--- config.mk ---
export PLATFORM = sky130hd
export DESIGN_NAME = multi_event_counter_flat
export DESIGN_NICKNAME = d
export VERILOG_FILES = /design/src/rtl/multi_event_counter_pkg.sv /design/src/rtl/multi_event_counter_if.sv /design/src/rtl/multi_event_counter_channel.sv /design/src/rtl/multi_event_counter.sv /design/src/flat_wrapper.sv
export SDC_FILE = /design/constraint.sdc
export NUM_CORES = 1
export LEC_CHECK = 0
export CAP_MARGIN = 20
export CORE_MARGIN = 5
export CORE_UTILIZATION = 45
export DETAILED_ROUTE_END_ITERATION = 16
export GPL_TIMING_DRIVEN = 0
export PLACE_DENSITY = 0.77
export SLEW_MARGIN = 20
export SYNTH_ARGS = -nofsm -noshare
export SYNTH_HDL_FRONTEND = slang
export SYNTH_SLANG_ARGS = --single-unit
--- constraint.sdc ---
create_clock -name systemClock -period 2.9 [get_ports systemClock]
set_input_delay 0.58 -clock systemClock [delete_from_list [all_inputs] [get_ports systemClock]]
set_output_delay 0.58 -clock systemClock [all_outputs]
set_load 0.01 [all_outputs]
--- src/rtl/multi_event_counter_pkg.sv ---
// Shared opcode encoding and field widths for the multi-channel event counter.
package multi_event_counter_pkg;

    typedef enum logic [3:0] {
        OP_READ        = 4'd0,
        OP_CLEAR       = 4'd1,
        OP_CLEAR_ALL   = 4'd2,
        OP_STATUS      = 4'd3,
        OP_READ_CLEAR  = 4'd4,
        OP_SNAPSHOT    = 4'd5,
        OP_READ_SHADOW = 4'd6
    } ci_op_e;

    localparam int IDX_W = 5;

    function automatic logic op_clears_one(input logic [3:0] op);
        return (op == OP_CLEAR) || (op == OP_READ_CLEAR);
    endfunction

endpackage

--- src/rtl/multi_event_counter_if.sv ---
// Custom-instruction port bundle between the CPU (master) and the event counter (slave).
interface multi_event_counter_if;

    logic        ciStart;
    logic        ciCke;
    logic [7:0]  ciN;
    logic [31:0] ciValueA;
    logic [31:0] ciValueB;
    logic [31:0] ciResult;
    logic        ciDone;

    modport master (
        output ciStart, ciCke, ciN, ciValueA, ciValueB,
        input  ciResult, ciDone
    );

    modport slave (
        input  ciStart, ciCke, ciN, ciValueA, ciValueB,
        output ciResult, ciDone
    );

endinterface

--- src/rtl/multi_event_counter_channel.sv ---
// One event channel: level/edge qualification, saturating or wrapping counter,
// sticky overflow flag and a clear that never swallows a same-cycle event.
module event_counter_channel #(
    parameter int WIDTH    = 16,
    parameter bit EDGE     = 1'b0,
    parameter bit SATURATE = 1'b1
) (
    input  logic             clk,
    input  logic             rst,
    input  logic             event_in,
    input  logic             clear,
    output logic [WIDTH-1:0] count,
    output logic             ovf
);

    logic [WIDTH-1:0] count_q, count_d;
    logic             ovf_q, ovf_d;
    logic             prev_q, prev_d;
    logic             inc;
    logic [WIDTH-1:0] base;
    logic             base_ovf;

    always_comb begin
        prev_d   = event_in;
        inc      = EDGE ? (event_in & ~prev_q) : event_in;
        // Clear zeroes the starting point, so an event in the same cycle lands on top of it.
        base     = clear ? '0 : count_q;
        base_ovf = clear ? 1'b0 : ovf_q;
        count_d  = base;
        ovf_d    = base_ovf;
        if (inc) begin
            if (&base) begin
                ovf_d   = 1'b1;
                count_d = SATURATE ? base : '0;
            end else begin
                count_d = base + WIDTH'(1);
            end
        end
    end

    always_ff @(posedge clk) begin
        if (rst) begin
            count_q <= '0;
            ovf_q   <= 1'b0;
            prev_q  <= 1'b0;
        end else begin
            count_q <= count_d;
            ovf_q   <= ovf_d;
            prev_q  <= prev_d;
        end
    end

    assign count = count_q;
    assign ovf   = ovf_q;

endmodule

--- src/rtl/multi_event_counter.sv ---
// Multi-channel event counter read and cleared over the CI port.
// Optional shadow snapshot (opcodes 5/6) enabled by MULTI_EVENT_COUNTER_SNAPSHOT_EN.
module multi_event_counter
    import multi_event_counter_pkg::*;
#(
    parameter int          CUSTOM_INSTRUCTION_ID = 0,
    parameter int          NUM_CHANNELS          = 4,
    parameter int          COUNTER_WIDTH         = 16,
    parameter logic [31:0] EDGE_MASK             = 32'd0,
    parameter int          SATURATE              = 1
) (
    input  logic                    systemClock,
    input  logic                    reset,
    input  logic [NUM_CHANNELS-1:0] eventIn,
    multi_event_counter_if.slave    ci
);

    logic                     accept;
    logic [3:0]               opcode;
    logic [IDX_W-1:0]         idx;
    logic                     idx_ok;
    logic [COUNTER_WIDTH-1:0] count [NUM_CHANNELS];
    logic [NUM_CHANNELS-1:0]  ovf;
    logic [NUM_CHANNELS-1:0]  clear;
    logic [COUNTER_WIDTH-1:0] sel_count;
    logic [31:0]              result_d, result_q;
    logic                     done_d, done_q;
    logic                     unused_ci_bits;

    assign accept = ci.ciStart & ci.ciCke & (ci.ciN == 8'(CUSTOM_INSTRUCTION_ID));
    assign opcode = ci.ciValueA[3:0];
    assign idx    = ci.ciValueB[IDX_W-1:0];
    assign idx_ok = 32'(idx) < 32'(NUM_CHANNELS);
    assign unused_ci_bits = ^{ci.ciValueA[31:4], ci.ciValueB[31:IDX_W]};

    for (genvar i = 0; i < NUM_CHANNELS; i++) begin : g_chan
        assign clear[i] = accept & ((opcode == OP_CLEAR_ALL) |
                                    (op_clears_one(opcode) & idx_ok & (32'(idx) == i)));

        event_counter_channel #(
            .WIDTH    (COUNTER_WIDTH),
            .EDGE     (EDGE_MASK[i]),
            .SATURATE (SATURATE != 0)
        ) u_chan (
            .clk      (systemClock),
            .rst      (reset),
            .event_in (eventIn[i]),
            .clear    (clear[i]),
            .count    (count[i]),
            .ovf      (ovf[i])
        );
    end

    always_comb begin
        sel_count = '0;
        for (int i = 0; i < NUM_CHANNELS; i++) begin
            if (32'(idx) == i) sel_count = count[i];
        end
    end

`ifdef MULTI_EVENT_COUNTER_SNAPSHOT_EN
    logic [COUNTER_WIDTH-1:0] shadow_q [NUM_CHANNELS];
    logic [COUNTER_WIDTH-1:0] shadow_d [NUM_CHANNELS];
    logic [COUNTER_WIDTH-1:0] sel_shadow;

    // Snapshot captures pre-increment values, the same view a READ would give.
    always_comb begin
        shadow_d = shadow_q;
        if (accept && (opcode == OP_SNAPSHOT)) shadow_d = count;
        sel_shadow = '0;
        for (int i = 0; i < NUM_CHANNELS; i++) begin
            if (32'(idx) == i) sel_shadow = shadow_q[i];
        end
    end

    always_ff @(posedge systemClock) begin
        if (reset) begin
            for (int i = 0; i < NUM_CHANNELS; i++) shadow_q[i] <= '0;
        end else begin
            shadow_q <= shadow_d;
        end
    end
`endif

    always_comb begin
        result_d = '0;
        done_d   = accept;
        if (accept) begin
            case (opcode)
                OP_READ, OP_READ_CLEAR: if (idx_ok) result_d = 32'(sel_count);
                OP_STATUS:              result_d = 32'(ovf);
`ifdef MULTI_EVENT_COUNTER_SNAPSHOT_EN
                OP_READ_SHADOW:         if (idx_ok) result_d = 32'(sel_shadow);
`endif
                default:                result_d = '0;
            endcase
        end
    end

    always_ff @(posedge systemClock) begin
        if (reset) begin
            done_q   <= 1'b0;
            result_q <= '0;
        end else begin
            done_q   <= done_d;
            result_q <= result_d;
        end
    end

    assign ci.ciDone   = done_q;
    assign ci.ciResult = result_q;

endmodule
--- src/flat_wrapper.sv ---
// flat-port wrapper written by rule: the top's interface ports become plain ports
module multi_event_counter_flat import multi_event_counter_pkg::*;
#(
    parameter int          CUSTOM_INSTRUCTION_ID = 0,
    parameter int          NUM_CHANNELS          = 4,
    parameter int          COUNTER_WIDTH         = 16,
    parameter logic [31:0] EDGE_MASK             = 32'd0,
    parameter int          SATURATE              = 1
)
  (systemClock, reset, eventIn, ci_ciStart, ci_ciCke, ci_ciN, ci_ciValueA, ci_ciValueB, ci_ciResult, ci_ciDone);
  multi_event_counter_if ci_i ();
  input  logic systemClock;
  input  logic reset;
  input  logic [NUM_CHANNELS-1:0] eventIn;
  input wire logic [$bits(ci_i.ciStart)-1:0] ci_ciStart;
  input wire logic [$bits(ci_i.ciCke)-1:0] ci_ciCke;
  input wire logic [$bits(ci_i.ciN)-1:0] ci_ciN;
  input wire logic [$bits(ci_i.ciValueA)-1:0] ci_ciValueA;
  input wire logic [$bits(ci_i.ciValueB)-1:0] ci_ciValueB;
  output wire logic [$bits(ci_i.ciResult)-1:0] ci_ciResult;
  output wire logic [$bits(ci_i.ciDone)-1:0] ci_ciDone;
  assign ci_i.ciStart = ci_ciStart;
  assign ci_i.ciCke = ci_ciCke;
  assign ci_i.ciN = ci_ciN;
  assign ci_i.ciValueA = ci_ciValueA;
  assign ci_i.ciValueB = ci_ciValueB;
  assign ci_ciResult = ci_i.ciResult;
  assign ci_ciDone = ci_i.ciDone;
  multi_event_counter #(.CUSTOM_INSTRUCTION_ID(CUSTOM_INSTRUCTION_ID), .NUM_CHANNELS(NUM_CHANNELS), .COUNTER_WIDTH(COUNTER_WIDTH), .EDGE_MASK(EDGE_MASK), .SATURATE(SATURATE)) u_core (.systemClock(systemClock), .reset(reset), .eventIn(eventIn), .ci(ci_i));
endmodule
==> metrics <==
status=completed; crit-path leading delay family=simple AND/OR/NAND/NOR gates; gp weighted congestion=0.8928; minimum clock period=2.807 ns; FILL cells=890; Max Clk Rate=between 0.3 and 0.4 GHz; Top FF cell, synth=dfxtp_1; slowest stage cell, crit path=or4_1; Post-route DRC=0; TritonCTS clock tree=done; initial antenna violation count=0; WP buf/inv=3; Synthesis Warnings=0; Die H=around 110 um; largest net degree at the start of global routing=14; routed vias=between 4000 and 5000; Hold Crit Class=flop to flop; Starting Density=45.46%; RSZ-0062 raised after global routing=false; Slew Viols, Final=0; top-count cell post-synth=dfxtp_1; met1 Track Usage GR=roughly a quarter; # hold bufs at CTS=0; leakage power=1.991 nW; vias in the first global route=4156; Routed WL=12610 um; share of cells above drive strength 1=15.11%; register bit count reported by yosys=85; GRT Total Usage=between 10% and 20%; met3 Use GR=under 10%; placed insts=roughly 740; Max VDD drop=0.2636 mV; synthesized instance count=551; worst-margin pin slew=0.6690 ns; Setup crit start kind=input pin; GRT Max-Usage Layer=met2; Worst Setup Path Type=input pin to flop; Final Instance Count excl. Fillers=about 760; P per Cell Area=387.9 mW/mm2; Max FO, Critical Path=8; first drt pass iteration count=6; DRT antenna net count=0; dpl hpwl=9156 um; Req. time, crit path=3.15 ns; worst relative slew slack=a little over half; critical path capture point type=flop; port bufs=37; 1st-iter DRT viols=323; CP peak stage delay=0.60 ns; final worst-path cycle share=between 90% and 100%; grt met2 use=33.53%; CTS clock-pin slew for the worst setup and hold paths=0.08 ns; Final Util=between 50% and 60%; Avg Vias per Cell=around 5.9; synth cell count leaders=dfxtp_1, nor2_1, nand2_1, nand3_1; gr ovfl total=0; EDFF count, synth=0; # IOs=113; fin nets=about 700; num rows=37; clock sink total=85; core box area=0.01014 mm2; post-synthesis sequential area ratio=36.92%; Synth area leader=dfxtp_1; Fin. Hold Viols=0; Mean Syn Cell Area=8.366 um2; root buffer cell=clkbuf_8; TritonCTS Buffers=9; Setup Skew=~0.0075 ns; top cell type's share of synthesized area=between 30 and 40%; Area contributors post-synth=dfxtp_1, nor2_1, xor2_1; Clk Latency, worst-skew pair=0.36 ns; CP arrival=slightly above 3 ns; DR WL/cell=16.63 um; die width=111.2 um; crit-path cells=clkdlybuf4s50_1 -> nor4bb_4 -> nand3_2 -> buf_4 -> nor2_4 -> nor2b_2 -> ha_4 -> inv_1 -> or4_1 -> and4_1 -> xnor2_1 -> nor2_1; Final setup viols=0; first-pass GRT wire length=20340 um; Ant. Diodes=0; Unique masters post-synth=between 70 and 80; Max clock buf depth=2; htree depth=3; Mapped Area=0.004609 mm2; asr flop ratio synth=0%; maxcap violations=0; DIE AREA=0.01237 mm2; Area Growth Syn to Fin=21.42%
## cells in the final DEF (no fill, tap or decap), types with 4 or more instances in the layout
cell type / instances
nand2_1: 33
o22ai_1: 9
clkbuf_8: 11
clkbuf_1: 9
a211oi_1: 11
dfxtp_1: 85
a31oi_1: 6
and2_1: 7
conb_1: 16
nor2b_1: 8
a311oi_1: 6
nor4bb_1: 4
or3_1: 4
and3_1: 13
and4_1: 5
nor3_1: 21
nand3_1: 30
dlygate4sd2_1: 6
xnor2_1: 19
or4_1: 5
a21o_1: 4
xor2_1: 19
mux4_2: 4
a21oi_1: 23
o21ai_0: 12
buf_4: 22
buf_2: 8
clkdlybuf4s50_1: 30
nor2_1: 74
nand4_1: 19
inv_1: 13
## flip-flops by register name, indices dropped and copies added (netlist names)
name                        cells
u_core.g_chan.u_chan.count     64
u_core.ci.ciResult             16
u_core.g_chan.u_chan.ovf        4
u_core.ci.ciDone                1
## stage by stage
step | power, mW | TNS, ns | hold slack [ns] | setup WS, ns | area, um2
after floorplan | 1.323 | 0 | 0.4361 | 0.05335 | 4666
after global placement | 1.383 | -34.25 | 0.4568 | -0.9363 | 5206
after detailed placement | 1.389 | -38.67 | 0.4685 | -1.013 | 5206
after CTS | 2.172 | 0 | 0.4877 | 0.007583 | 5518
after global routing | 2.251 | 0 | 0.5018 | 0.002504 | 5597
final | 2.171 | 0 | 0.4880 | 0.09324 | 5597
## cell families after synthesis
kind of cell,synth area share [%]
flops,36.92
compound gates,15.42
fa+ha+maj,1.086
simple gates,29.94
mux,2.904
xor+xnor,7.410
other cells,0.08136
buf+inv,6.243
## where the power goes
part / internal [mW] / switching, mW / total (mW)
combinational: 0.0851 / 0.111 / 0.196
sequential: 1.17 / 0.0111 / 1.19
clock: 0.358 / 0.431 / 0.789
total: 1.62 / 0.554 / 2.17
## cell type report
cell class	count	area (um2)	share of cell area, %
clock buffer	13	158.9	2.839
buffer	36	229.0	4.091
multi-input combinational	429	2872	51.31
clock inverter	3	20.02	0.3577
sequential	85	1702	30.40
timing repair buffer	41	387.9	6.930
tap	136	170.2	3.040
inverter	15	57.56	1.028
## worst register-to-register path, cell delays in order, from the launching register on
cell	delay (ns)
dfxtp_1	0.40
nor2b_2	0.22
ha_4	0.22
inv_1	0.06
or4_1	0.60
and4_1	0.24
xnor2_1	0.13
nor2_1	0.05
## layer usage
| layer | vias up | share of wire (%) | routed length, um |
|---|---|---|---|
| li1 | 2115 | - | - |
| met1 | 2121 | 42 | 5292 |
| met2 | 197 | 49 | 6177 |
| met3 | 21 | 8.0 | 1007 |
| met4 | 0 | 1.0 | 130 |
| met5 | - | 0 | 0 |
## worst paths after layout
check                                         from  slack, ns  cells past startpoint                                end
setup / recovery                        ci_ciStart       0.09                     12  u_core.g_chan[1].u_chan.count[15]
hold reg to reg        u_core.g_chan[3].u_chan.ovf       0.49                      1        u_core.g_chan[3].u_chan.ovf
setup reg to reg  u_core.g_chan[1].u_chan.count[0]       0.87                      7  u_core.g_chan[1].u_chan.count[15]
hold / removal         u_core.g_chan[3].u_chan.ovf       0.49                      1        u_core.g_chan[3].u_chan.ovf
## repair_timing
action / CTS / global route
pin swaps: 5 / 3
resized for setup: 27 / 19
endpoints found under the setup margin: 63 / 39
setup buffers: 4 / 0
Power figures use the tool's default switching activity.
